[config.mk]
export PLATFORM = sky130hd
export DESIGN_NAME = input_sequencer_flat
export DESIGN_NICKNAME = d
export VERILOG_FILES = /design/src/rtl/input_sequencer_if.sv /design/src/rtl/input_sequencer.sv /design/src/flat_wrapper.sv
export SDC_FILE = /design/constraint.sdc
export NUM_CORES = 1
export LEC_CHECK = 0
export CAP_MARGIN = 20
export CORE_MARGIN = 2
export CORE_UTILIZATION = 46
export CTS_CLUSTER_DIAMETER = 40
export DETAILED_ROUTE_END_ITERATION = 10
export GPL_ROUTABILITY_DRIVEN = 0
export HOLD_SLACK_MARGIN = 0.12
export MAX_ROUTING_LAYER = met4
export PLACE_DENSITY = 0.78
export SLEW_MARGIN = 20
export SYNTH_ARGS = -nofsm -noshare
export SYNTH_HDL_FRONTEND = slang
export SYNTH_SLANG_ARGS = --single-unit
export TNS_END_PERCENT = 10
[constraint.sdc]
create_clock -name clk -period 1.83 [get_ports clk]
set_input_delay 0.366 -clock clk [delete_from_list [all_inputs] [get_ports clk]]
set_output_delay 0.366 -clock clk [all_outputs]
set_load 0.03 [all_outputs]
[src/rtl/input_sequencer_if.sv]
// Handshake/bus bundle for input_sequencer: button, restart and operand inputs
// plus the registered status and operand outputs.
interface input_sequencer_if #(
  parameter int WIDTH   = 8,
  parameter int NUM_OPS = 2,
  parameter int STEPW   = 8
);
  localparam int CW = $clog2(NUM_OPS + 1);

  logic                     en;
  logic                     clr;
  logic [WIDTH-1:0]         din;
  logic [CW-1:0]            control;
  logic                     cap;
  logic                     op_valid;
  logic [NUM_OPS*WIDTH-1:0] ops_flat;
  logic                     step;
  logic [STEPW-1:0]         step_cnt;

  modport master (
    output en, clr, din,
    input  control, cap, op_valid, ops_flat, step, step_cnt
  );

  modport slave (
    input  en, clr, din,
    output control, cap, op_valid, ops_flat, step, step_cnt
  );
endinterface

[src/rtl/input_sequencer.sv]
// Operand-entry and stepping controller driven by a synchronised push-button.
// Optional debounce filter is compiled in with INPUT_SEQUENCER_DEBOUNCE_EN.
module input_sequencer #(
  parameter int WIDTH     = 8,
  parameter int NUM_OPS   = 2,
  parameter int STEPW     = 8,
  parameter int DB_CYCLES = 4
) (
  input  logic               clk,
  input  logic               rst,
  input_sequencer_if.slave   bus
);
  localparam int OPW = NUM_OPS * WIDTH;
  localparam int CW  = $clog2(NUM_OPS + 1);
  localparam logic [CW-1:0] LAST_OP = CW'(NUM_OPS - 1);

  typedef enum logic [1:0] {
    IDLE = 2'd0,
    LOAD = 2'd1,
    RUN  = 2'd2
  } state_t;

  if (NUM_OPS < 1 || NUM_OPS > 15 || DB_CYCLES < 1 || DB_CYCLES > 65535) begin : g_bad_params
    $error("input_sequencer: parameter out of legal range");
  end

  logic en_s1_r, en_s2_r, en_last_r;
  logic en_c_s, ev_s;

  // Two-flop synchroniser and edge history; clr deliberately leaves these alone
  always_ff @(posedge clk) begin
    if (rst) begin
      en_s1_r   <= 1'b0;
      en_s2_r   <= 1'b0;
      en_last_r <= 1'b0;
    end else begin
      en_s1_r   <= bus.en;
      en_s2_r   <= en_s1_r;
      en_last_r <= en_c_s;
    end
  end

`ifdef INPUT_SEQUENCER_DEBOUNCE_EN
  localparam logic [15:0] DB_LIMIT = 16'(DB_CYCLES);
  logic [15:0] db_cnt_r;
  logic        en_f_r;

  // Filtered level flips only after a sustained disagreement; any agreement restarts the count
  always_ff @(posedge clk) begin
    if (rst) begin
      db_cnt_r <= 16'd0;
      en_f_r   <= 1'b0;
    end else if (en_s2_r == en_f_r) begin
      db_cnt_r <= 16'd0;
    end else if (db_cnt_r == DB_LIMIT) begin
      db_cnt_r <= 16'd0;
      en_f_r   <= en_s2_r;
    end else begin
      db_cnt_r <= db_cnt_r + 16'd1;
    end
  end

  assign en_c_s = en_f_r;
`else
  assign en_c_s = en_s2_r;
`endif

  assign ev_s = en_c_s & ~en_last_r;

  state_t           state_r, state_nxt;
  logic [CW-1:0]    control_r, control_nxt;
  logic             cap_r, cap_nxt;
  logic             op_valid_r, op_valid_nxt;
  logic [OPW-1:0]   ops_r, ops_nxt;
  logic             step_r, step_nxt;
  logic [STEPW-1:0] step_cnt_r, step_cnt_nxt;

  // Sequencer state and registered outputs
  always_ff @(posedge clk) begin
    if (rst) begin
      state_r    <= IDLE;
      control_r  <= '0;
      cap_r      <= 1'b0;
      op_valid_r <= 1'b0;
      ops_r      <= '0;
      step_r     <= 1'b0;
      step_cnt_r <= '0;
    end else begin
      state_r    <= state_nxt;
      control_r  <= control_nxt;
      cap_r      <= cap_nxt;
      op_valid_r <= op_valid_nxt;
      ops_r      <= ops_nxt;
      step_r     <= step_nxt;
      step_cnt_r <= step_cnt_nxt;
    end
  end

  // Next-state logic; clr outranks a coincident event, which is then dropped
  always_comb begin
    state_nxt    = state_r;
    control_nxt  = control_r;
    cap_nxt      = 1'b0;
    op_valid_nxt = op_valid_r;
    ops_nxt      = ops_r;
    step_nxt     = 1'b0;
    step_cnt_nxt = step_cnt_r;
    if (bus.clr) begin
      state_nxt    = IDLE;
      control_nxt  = '0;
      op_valid_nxt = 1'b0;
      ops_nxt      = '0;
      step_cnt_nxt = '0;
    end else if (ev_s) begin
      case (state_r)
        IDLE, LOAD: begin
          // control is 0 in IDLE, so one slot expression covers both states
          ops_nxt[int'(control_r)*WIDTH +: WIDTH] = bus.din;
          cap_nxt     = 1'b1;
          control_nxt = control_r + CW'(1);
          if (control_r == LAST_OP) begin
            state_nxt    = RUN;
            op_valid_nxt = 1'b1;
          end else begin
            state_nxt = LOAD;
          end
        end
        RUN: begin
          step_nxt     = 1'b1;
          step_cnt_nxt = step_cnt_r + STEPW'(1);
        end
        default: begin
          state_nxt = IDLE;
        end
      endcase
    end else begin
      state_nxt = state_r;
    end
  end

  assign bus.control  = control_r;
  assign bus.cap      = cap_r;
  assign bus.op_valid = op_valid_r;
  assign bus.ops_flat = ops_r;
  assign bus.step     = step_r;
  assign bus.step_cnt = step_cnt_r;
endmodule

[src/flat_wrapper.sv]
// flat-port wrapper written by rule: the top's interface ports become plain ports
module input_sequencer_flat 
#(
  parameter int WIDTH     = 8,
  parameter int NUM_OPS   = 2,
  parameter int STEPW     = 8,
  parameter int DB_CYCLES = 4
)
  (clk, rst, bus_en, bus_clr, bus_din, bus_control, bus_cap, bus_op_valid, bus_ops_flat, bus_step, bus_step_cnt);
  input_sequencer_if #(.WIDTH(WIDTH), .NUM_OPS(NUM_OPS), .STEPW(STEPW)) bus_i ();
  input  logic clk;
  input  logic rst;
  input wire logic [$bits(bus_i.en)-1:0] bus_en;
  input wire logic [$bits(bus_i.clr)-1:0] bus_clr;
  input wire logic [$bits(bus_i.din)-1:0] bus_din;
  output wire logic [$bits(bus_i.control)-1:0] bus_control;
  output wire logic [$bits(bus_i.cap)-1:0] bus_cap;
  output wire logic [$bits(bus_i.op_valid)-1:0] bus_op_valid;
  output wire logic [$bits(bus_i.ops_flat)-1:0] bus_ops_flat;
  output wire logic [$bits(bus_i.step)-1:0] bus_step;
  output wire logic [$bits(bus_i.step_cnt)-1:0] bus_step_cnt;
  assign bus_i.en = bus_en;
  assign bus_i.clr = bus_clr;
  assign bus_i.din = bus_din;
  assign bus_control = bus_i.control;
  assign bus_cap = bus_i.cap;
  assign bus_op_valid = bus_i.op_valid;
  assign bus_ops_flat = bus_i.ops_flat;
  assign bus_step = bus_i.step;
  assign bus_step_cnt = bus_i.step_cnt;
  input_sequencer #(.WIDTH(WIDTH), .NUM_OPS(NUM_OPS), .STEPW(STEPW), .DB_CYCLES(DB_CYCLES)) u_core (.clk(clk), .rst(rst), .bus(bus_i));
endmodule
==> flow_summary.yaml, run 1 <==
outcome:
  status: "complete, no violations"
finish:
  final_area_um2: 1870
  n_antenna_cell: 0
  area.sequential_um2: 682
  final_common_cell: "clkdlybuf4s50_1"
  drive_above_1_share_pct: 8.04
  nNetsFinal: 215
  post-route-util_pct: 67.4
  fin_cells: 230
  area_delta_synth_final_pct: 36.8
  fillers: 239
  mostFrequentLayoutCells: "34 x clkdlybuf4s50_1, 33 x dfxtp_1, 24 x a21oi_1, 21 x nand2_1, 18 x nand3_1"
  multiInputGateArea_um2: 648
timing:
  timing.hold.ws_ns: 0.450
  setup_violations: 0
  period_needed_ns: 1.75
  max_freq_mhz: 571
  rsz0062_at_grt: "no"
  final.setup_skew_ns: 0.00189
  worstMarginPinSlew_ns: 0.539
  drv_slew: 0
  min_period_over_period_pct: 95.8
  setup_tns_ns: 0
  finalHoldViolCount: 0
  slew_headroom_pct: 64.0
worst_setup_path:
  critical_path.max_fanout: 4
  start_kind: "flip-flop"
  r2r_start: "u_core.en_last_r$_SDFF_PP0_"
  reg2reg_to: "u_core.bus.step_cnt[3]$_SDFFE_PP0P_"
  r2r_cells: 4
  worst-path-buf-inv: 1
  critPathTopFamily: "buffers and inverters"
  cp.arrival_ns: 1.39
  r2r_slack_ns: 0.23
  end_kind: "output pin"
  crit_chain: "clkdlybuf4s50_1"
  cpPeakStageDelay_ns: 0.68
  crit_required_ns: 1.46
  critPathSlowestCell: "clkdlybuf4s50_1"
  path_class: "reg -> out"
yosys:
  ys_ff_latch: 34
  yosys.area_share.simple_pct: 28.8
  seq_area_frac_synth_pct: 49.7
  yosys_warnings: 0
  async_flop_share_pct: 0
  synthMuxAreaShare_pct: 1.46
  synthTopCellsByArea: "dfxtp_1 50%, a21oi_1 8.8%, nand3_1 6.6%"
  synth_compound_area_share_pct: 11.3
  synth_edf_count: 0
  synth_top_cell_by_area: "dfxtp_1"
  syn-num-nets: 172
  yosysTopAreaCellShare_pct: 49.7
  synth_cell_types: 26
  syn_area_um2: 1370
  synth.avg_cell_area_um2: 8.78
  synthAdderAreaFrac_pct: 3.65
  synthXorXnorAreaFrac_pct: 1.28
  syn_inst: 156
  synth_top_family_by_area: "simple AND/OR/NAND/NOR gates"
  synth_top_flop_cell: "dfxtp_1"
detailed_routing:
  via_per_inst: 5.48
  drtPass1Iterations: 4
  drt-total-wl_mm: 3.00
  antenna_left: 0
  via_count: 1260
  wl_per_cell_um: 13.0
  drc: 0
  drt_iter0_drc: 22
worst_hold_path:
  hp-class: "reg -> reg"
  hold_path_end: "u_core.en_c_s$_SDFF_PP0_"
  min_from: "u_core.en_s1_r$_SDFF_PP0_"
  hold_path_depth: 1
power:
  power.density_nw_per_um2: 644
  power.leakage_nw: 0.681
  vdd_ir_drop_max_mv: 0.706
floorplanning:
  core_area_um2: 2780
  die_h_um: 58.6
  die-area_um2: 3430
  start_util_pct: 49.3
  ios: 41
  die_width_um: 58.6
  row_count: 19
clocking:
  clk_latency_ns: 0.33
  cts_buffers: 5
  cts_tree: "done"
  cts_hold_buf: 0
  h-tree-depth: 2
  cts.sinks: 34
  cts_root_buffer: "clkbuf_4"
  cts_buffer_depth: 2
  path_clk_slew_ns: 0.09
  post_cts_buffers: 0
global_route:
  grt_pass1_vias: 1167
  grt_max_degree: 30
  grt_pass1_wl_mm: 5.06
  overflow: 0
  grt_usage_pct: 20.3
  antenna_found_initial: 0
placed_design:
  hpwl_mm: 2.23
  io_buffers: 40
  dpl_cell_area_um2: 1810
  dp_cells: 223
flow_run:
  drv_cap: 0
==> flip-flops by register name, indices dropped and copies added, names as in the netlist <==
name and cells:
u_core.bus.cap 1, u_core.bus.control 2, u_core.bus.op_valid 1, u_core.bus.ops_flat 16, u_core.bus.step 1, u_core.bus.step_cnt 8, u_core.en_c_s 1, u_core.en_last_r 1
u_core.en_s1_r 1, u_core.state_r 2
==> where the power goes <==
part / internal, mW / total (mW) / switching [mW] / leakage (nW)
logic: 0.0437 / 0.0867 / 0.0430 / 0.380
registers: 0.746 / 0.750 / 0.00465 / 0.275
clock network: 0.145 / 0.371 / 0.226 / 0.0254
total: 0.934 / 1.21 / 0.274 / 0.681
==> cell usage after synthesis (2+ instances only) <==
cell	n
and4bb_2	2
nand4bb_1	3
ha_1	4
xnor2_1	2
or4_1	3
nor2b_1	2
nand2_1	21
buf_2	3
nor3b_1	2
and2_1	2
nor2_1	9
clkbuf_1	4
mux2i_1	2
dfxtp_1	34
inv_1	4
o31ai_1	2
o21ai_0	4
or3_1	4
nand3_1	18
buf_1	2
a21oi_1	24
==> routing by layer <==
metal	up-vias	track usage (%)	part of all wire, %
met4	0	11.0	1.8
li1	628	-	-
met5	-	-	0
met2	42	30.5	48
met1	582	23.9	43
met3	8	6.81	7.0
==> cell families after synthesis <==
group,after synthesis
AO/OA/AOI/OAI,30
XOR/XNOR,2
adder cells (fa/ha/maj),4
buffers and inverters,13
flip-flops,34
multiplexers,2
AND/OR/NAND/NOR,71
==> final cells by class <==
class | instances | share of cell area, %
clock buffer | 7 | 2.40
inverter | 4 | 0.801
multi-input combinational | 109 | 34.6
sequential | 34 | 36.4
tap | 31 | 2.07
timing repair buffer | 45 | 23.8
==> how the worst max path moves through the flow <==
stage | start | cells after the start | endpoint | slack (ns)
finish | u_core.bus.step_cnt[1]$_SDFFE_PP0P_ | 1 | bus_step_cnt[1] | 0.08
global route | u_core.bus.step_cnt[6]$_SDFFE_PP0P_ | 1 | bus_step_cnt[6] | 0.03
CTS | u_core.bus.step_cnt[5]$_SDFFE_PP0P_ | 1 | bus_step_cnt[5] | 0.02
detailed placement | u_core.bus.control[0]$_SDFFE_PP0P_ | 5 | u_core.bus.ops_flat[0]$_SDFFE_PP0P_ | 0.12
global placement | rst | 3 | u_core.bus.ops_flat[9]$_SDFFE_PP0P_ | 0.27
floorplan | u_core.bus.control[0]$_SDFFE_PP0P_ | 5 | u_core.bus.ops_flat[3]$_SDFFE_PP0P_ | 0.16
==> worst register-to-register path: cells and delay by family (launching register included) <==
family                 cells  cell delay (ns)
AND/OR/NAND/NOR            2             0.74
flip-flops                 1             0.38
buffers and inverters      1             0.27
AO/OA/AOI/OAI              1             0.14
==> per-stage QoR <==
stage | setup WS, ns | total power, mW
2_1_floorplan | 0.156 | 0.808
3_3_place_gp | 0.268 | 0.851
3_5_place_dp | 0.115 | 0.853
4_1_cts | 0.0179 | 1.22
5_1_grt | 0.0281 | 1.26
6_report | 0.0776 | 1.21
==> timing repair <==
action,in CTS,in global routing
resized for setup,2,6
pin swaps,0,0
endpoints found under the setup margin,2,12
(Power assumes the default switching activity.)
==> run 2, diff against run 1 <==
Settings changed: CORE_ASPECT_RATIO from default to 1.5.
==> flow_summary.yaml, run 2 (synthesis gave the netlist of run 1 again) <==
outcome:
  status: "complete, no violations"
timing:
  rsz0062_at_grt: "no"
  drv_slew: 0
  setup_violations: 0
  setup_tns_ns: 0
  slew_headroom_pct: 63.9
  period_needed_ns: 1.76
  final.setup_skew_ns: 0.00279
  worstMarginPinSlew_ns: 0.541
  timing.hold.ws_ns: 0.436
  finalHoldViolCount: 0
  max_freq_mhz: 567
  min_period_over_period_pct: 96.3
clocking:
  clk_latency_ns: 0.28
  path_clk_slew_ns: 0.06
  cts_hold_buf: 0
  cts_tree: "done"
  cts_buffers: 5
  cts_buffer_depth: 2
  post_cts_buffers: 0
  cts.sinks: 34
  h-tree-depth: 2
  cts_root_buffer: "clkbuf_8"
global_route:
  use_met1_pct: 19.8
  grt_usage_pct: 20.2
  grt_pass1_vias: 1224
  overflow: 0
  grt_max_degree: 30
  antenna_found_initial: 0
  busiest_layer: "met2"
  met2_usage_pct: 36.3
  grt.met3_usage_pct: 5.49
  grt_pass1_wl_mm: 5.24
worst_hold_path:
  min_from: "u_core.en_s1_r$_SDFF_PP0_"
  hold_path_depth: 1
  hp-class: "reg -> reg"
  hold_path_end: "u_core.en_c_s$_SDFF_PP0_"
placed_design:
  dpl_cell_area_um2: 1820
  io_buffers: 40
  hpwl_mm: 2.36
worst_setup_path:
  reg2reg_to: "u_core.bus.step_cnt[5]$_SDFFE_PP0P_"
  timing.critical_path.from: "u_core.bus.step_cnt[2]$_SDFFE_PP0P_"
  crit_required_ns: 1.46
  critPathSlowestCell: "clkdlybuf4s50_1"
  critical_path.max_fanout: 6
  cp.arrival_ns: 1.40
  start_kind: "flip-flop"
  r2r_slack_ns: 0.27
  path_class: "reg -> out"
  end_kind: "output pin"
  worst-path-buf-inv: 1
  crit_chain: "clkdlybuf4s50_1"
  cpPeakStageDelay_ns: 0.70
  r2r_cells: 3
  r2r_start: "u_core.state_r[1]$_SDFFE_PP0P_"
  critPathTopFamily: "buffers and inverters"
detailed_routing:
  drtPass1Iterations: 4
  via_per_inst: 5.29
  via_count: 1259
  drt_iter0_drc: 20
  drc: 0
  antenna_left: 0
  wl_per_cell_um: 13.5
  drt-total-wl_mm: 3.20
finish:
  nNetsFinal: 214
  mostFrequentLayoutCells: "39 x clkdlybuf4s50_1, 34 x dfxtp_1, 24 x a21oi_1, 21 x nand2_1, 18 x nand3_1"
  final_area_um2: 1910
  largest_register_ff_count: 16
  drive_above_1_share_pct: 8.04
  area_delta_synth_final_pct: 39.5
  final_common_cell: "clkdlybuf4s50_1"
  n_antenna_cell: 0
flow_run:
  drv_cap: 0
power:
  vdd_ir_drop_max_mv: 0.480
  power.density_nw_per_um2: 729
  power.leakage_nw: 0.627
floorplanning:
  ios: 41
  die_width_um: 48.6
  die_h_um: 70.8
  row_count: 24
  die-area_um2: 3440
  start_util_pct: 47.5
  core_area_um2: 2880
==> run 2: stage by stage <==
stage | utilization, % | worst slack [ns] | power, mW | std cells
4_1_cts | 66.2 | 0.00381 | 1.41 | 238
3_3_place_gp | 63.0 | 0.182 | 0.852 | 230
2_1_floorplan | - | 0.156 | 0.808 | 156
5_1_grt | 66.3 | 0.00778 | 1.45 | 238
3_5_place_dp | 63.0 | 0.120 | 0.854 | 230
6_report | 66.3 | 0.0676 | 1.39 | 238
==> run 2: per-layer routing <==
layer,vias up,part of all wire (%)
met2,35,54
li1,625,-
met5,-,0
met3,9,4.5
met1,590,39
met4,0,1.9
==> run 2: layout make-up <==
class	instances	area [um^2]
clock buffers	7	86.3
clock inverters	1	5.00
fillers	245	972
inverters	4	15.0
multi-input cells	109	642
flip-flops and latches	34	681
well taps	39	48.8
repair buffers	44	433
==> run 2: how the worst max path moves through the flow <==
stage,depth (start not counted),endpoint
after floorplan,5,u_core.bus.ops_flat[3]$_SDFFE_PP0P_
after detailed placement,3,u_core.bus.ops_flat[8]$_SDFFE_PP0P_
after global routing,1,bus_step_cnt[2]
after global placement,3,u_core.bus.ops_flat[15]$_SDFFE_PP0P_
after CTS,1,bus_control[0]
final,1,bus_step_cnt[2]
==> run 2: what timing repair did <==
item                                    in CTS  in global routing
endpoints found under the setup margin       0                  1
hold endpoints to repair                     0                  0
resized for setup                            0                  1
==> run 2: power by group <==
| group | switching (mW) | internal [mW] | total [mW] |
|---|---|---|---|
| sequential | 0.00447 | 0.746 | 0.751 |
| clock | 0.252 | 0.303 | 0.555 |
| combinational | 0.0439 | 0.0432 | 0.0871 |
==> run 3, diff against run 2 <==
Settings changed: CORE_ASPECT_RATIO 1.5 to default, CORE_MARGIN 2 to default.
==> flow_summary.yaml, run 3 (synthesis gave the netlist of run 1 again) <==
floorplanning:
  ios: 41
  die-area_um2: 3200
  core_area_um2: 2780
  start_util_pct: 49.3
  row_count: 19
  die_h_um: 56.6
  die_width_um: 56.6
finish:
  largest_register_ff_count: 16
  area_delta_synth_final_pct: 36.5
  fin_cells: 231
  final_common_cell: "clkdlybuf4s50_1"
  final_area_um2: 1870
  drive_above_1_share_pct: 8.00
  nNetsFinal: 216
  n_antenna_cell: 0
  fillers: 231
  mostFrequentLayoutCells: "37 x clkdlybuf4s50_1, 34 x dfxtp_1, 24 x a21oi_1, 21 x nand2_1, 18 x nand3_1"
power:
  p_switching_mw: 0.270
  seqPwrFrac_pct: 62.3
  clkPwrFrac_pct: 30.4
  p_sw_share_pct: 22.4
  vdd_ir_drop_max_mv: 0.616
  power.density_nw_per_um2: 644
  power.leakage_nw: 0.638
  p_int_mw: 0.935
  p_comb_share_pct: 7.3
clocking:
  post_cts_buffers: 0
  cts_tree: "done"
  path_clk_slew_ns: 0.09
  cts_buffers: 5
  cts_root_buffer: "clkbuf_4"
  h-tree-depth: 2
  cts.sinks: 34
  clk_latency_ns: 0.33
  cts_buffer_depth: 2
placed_design:
  dp_slack_ns: 0.211
  io_buffers: 40
  hpwl_mm: 2.23
  dpl_cell_area_um2: 1820
  dp_cells: 224
timing:
  period_needed_ns: 1.78
  slew_headroom_pct: 61.7
  drv_slew: 0
  worstMarginPinSlew_ns: 0.574
  finalHoldViolCount: 0
  max_freq_mhz: 561
  rsz0062_at_grt: "no"
  final.setup_skew_ns: 0.00826
  setup_tns_ns: 0
  timing.hold.ws_ns: 0.445
  setup_ws_ns: 0.0489
  setup_violations: 0
  min_period_over_period_pct: 97.3
global_route:
  grt_max_degree: 30
  antenna_found_initial: 0
  grt_pass1_wl_mm: 4.90
  overflow: 0
  grt_pass1_vias: 1162
  grt_usage_pct: 20.3
worst_setup_path:
  r2r_slack_ns: 0.22
  cp.arrival_ns: 1.42
  crit_chain: "clkdlybuf4s50_1"
  timing.critical_path.from: "u_core.bus.step_cnt[5]$_SDFFE_PP0P_"
  critPathSlowestCell: "clkdlybuf4s50_1"
  crit_required_ns: 1.46
  start_kind: "flip-flop"
  reg2reg_to: "u_core.bus.step_cnt[4]$_SDFFE_PP0P_"
  path_class: "reg -> out"
  r2r_cells: 4
  cpPeakStageDelay_ns: 0.70
  crit_end: "bus_step_cnt[5]"
  critPathTopFamily: "buffers and inverters"
  worst-path-buf-inv: 1
  critical_path.max_fanout: 5
  crit_cells: 1
  r2r_start: "u_core.en_last_r$_SDFF_PP0_"
  end_kind: "output pin"
worst_hold_path:
  hp-class: "reg -> reg"
  hold_path_depth: 1
detailed_routing:
  wl_per_cell_um: 13.0
  drtPass1Iterations: 4
  drt-total-wl_mm: 3.00
  antenna_left: 0
  route.met2.wl_mm: 1.52
  met1_length_mm: 1.30
  via_count: 1271
  drc: 0
  drt_iter0_drc: 29
  via_per_inst: 5.50
  topRoutingLayerUsed: "met4"
  routed-wl-met3_um: 137
outcome:
  status: "complete, no violations"
flow_run:
  drv_cap: 0
run 3: cell count changes in the layout (fill, tap and decap cells not counted), sizes merged:
cell and change:
clkinv -1, dlygate4sd2 +1, dlymetal6s2s +1, clkdlybuf4s50 -2
buf +2
run 3: repair_timing:
item | CTS | global route
gates cloned | 0 | 0
setup endpoints to repair | 1 | 2
hold buffers | 0 | 0
resized for setup | 1 | 2
run 3: worst min path at each step:
| stage | start | end | slack, ns |
|---|---|---|---|
| 5_1_grt | u_core.en_s1_r$_SDFF_PP0_ | u_core.en_c_s$_SDFF_PP0_ | 0.48 |
| 4_1_cts | u_core.en_s1_r$_SDFF_PP0_ | u_core.en_c_s$_SDFF_PP0_ | 0.45 |
| 3_3_place_gp | u_core.en_s1_r$_SDFF_PP0_ | u_core.en_c_s$_SDFF_PP0_ | 0.43 |
| 6_report | u_core.en_s1_r$_SDFF_PP0_ | u_core.en_c_s$_SDFF_PP0_ | 0.44 |
| 3_5_place_dp | u_core.en_s1_r$_SDFF_PP0_ | u_core.en_c_s$_SDFF_PP0_ | 0.43 |
| 2_1_floorplan | u_core.en_s1_r$_SDFF_PP0_ | u_core.en_c_s$_SDFF_PP0_ | 0.41 |
run 3: per-stage QoR:
step	power [mW]	util, %
floorplan	0.808	-
global placement	0.852	65.5
detailed placement	0.856	65.5
CTS	1.22	67.1
global route	1.25	67.3
finish	1.20	67.3
run 3: final cells by class:
cell class	count	area [um^2]	share of cell area (%)
sequential	34	681	36.4
multi-input combinational	109	642	34.3
timing repair buffer	46	449	24.0
clock buffer	7	45.0	2.41
tap	31	38.8	2.07
inverter	4	15.0	0.803
run 3: power by group through the flow:
stage / sequential, mW / clock (mW) / combinational [mW]
after floorplan: 0.774 / 0 / 0.0340
after global placement: 0.767 / 0 / 0.0855
after detailed placement: 0.768 / 0 / 0.0881
after CTS: 0.750 / 0.377 / 0.0885
after global routing: 0.752 / 0.408 / 0.0954
final: 0.750 / 0.367 / 0.0878
run 3: metal layers:
layer	vias up	GRT usage, %
met2	30	33.1
met3	5	4.84
met5	-	-
li1	630	-
met1	606	23.6
met4	0	9.41
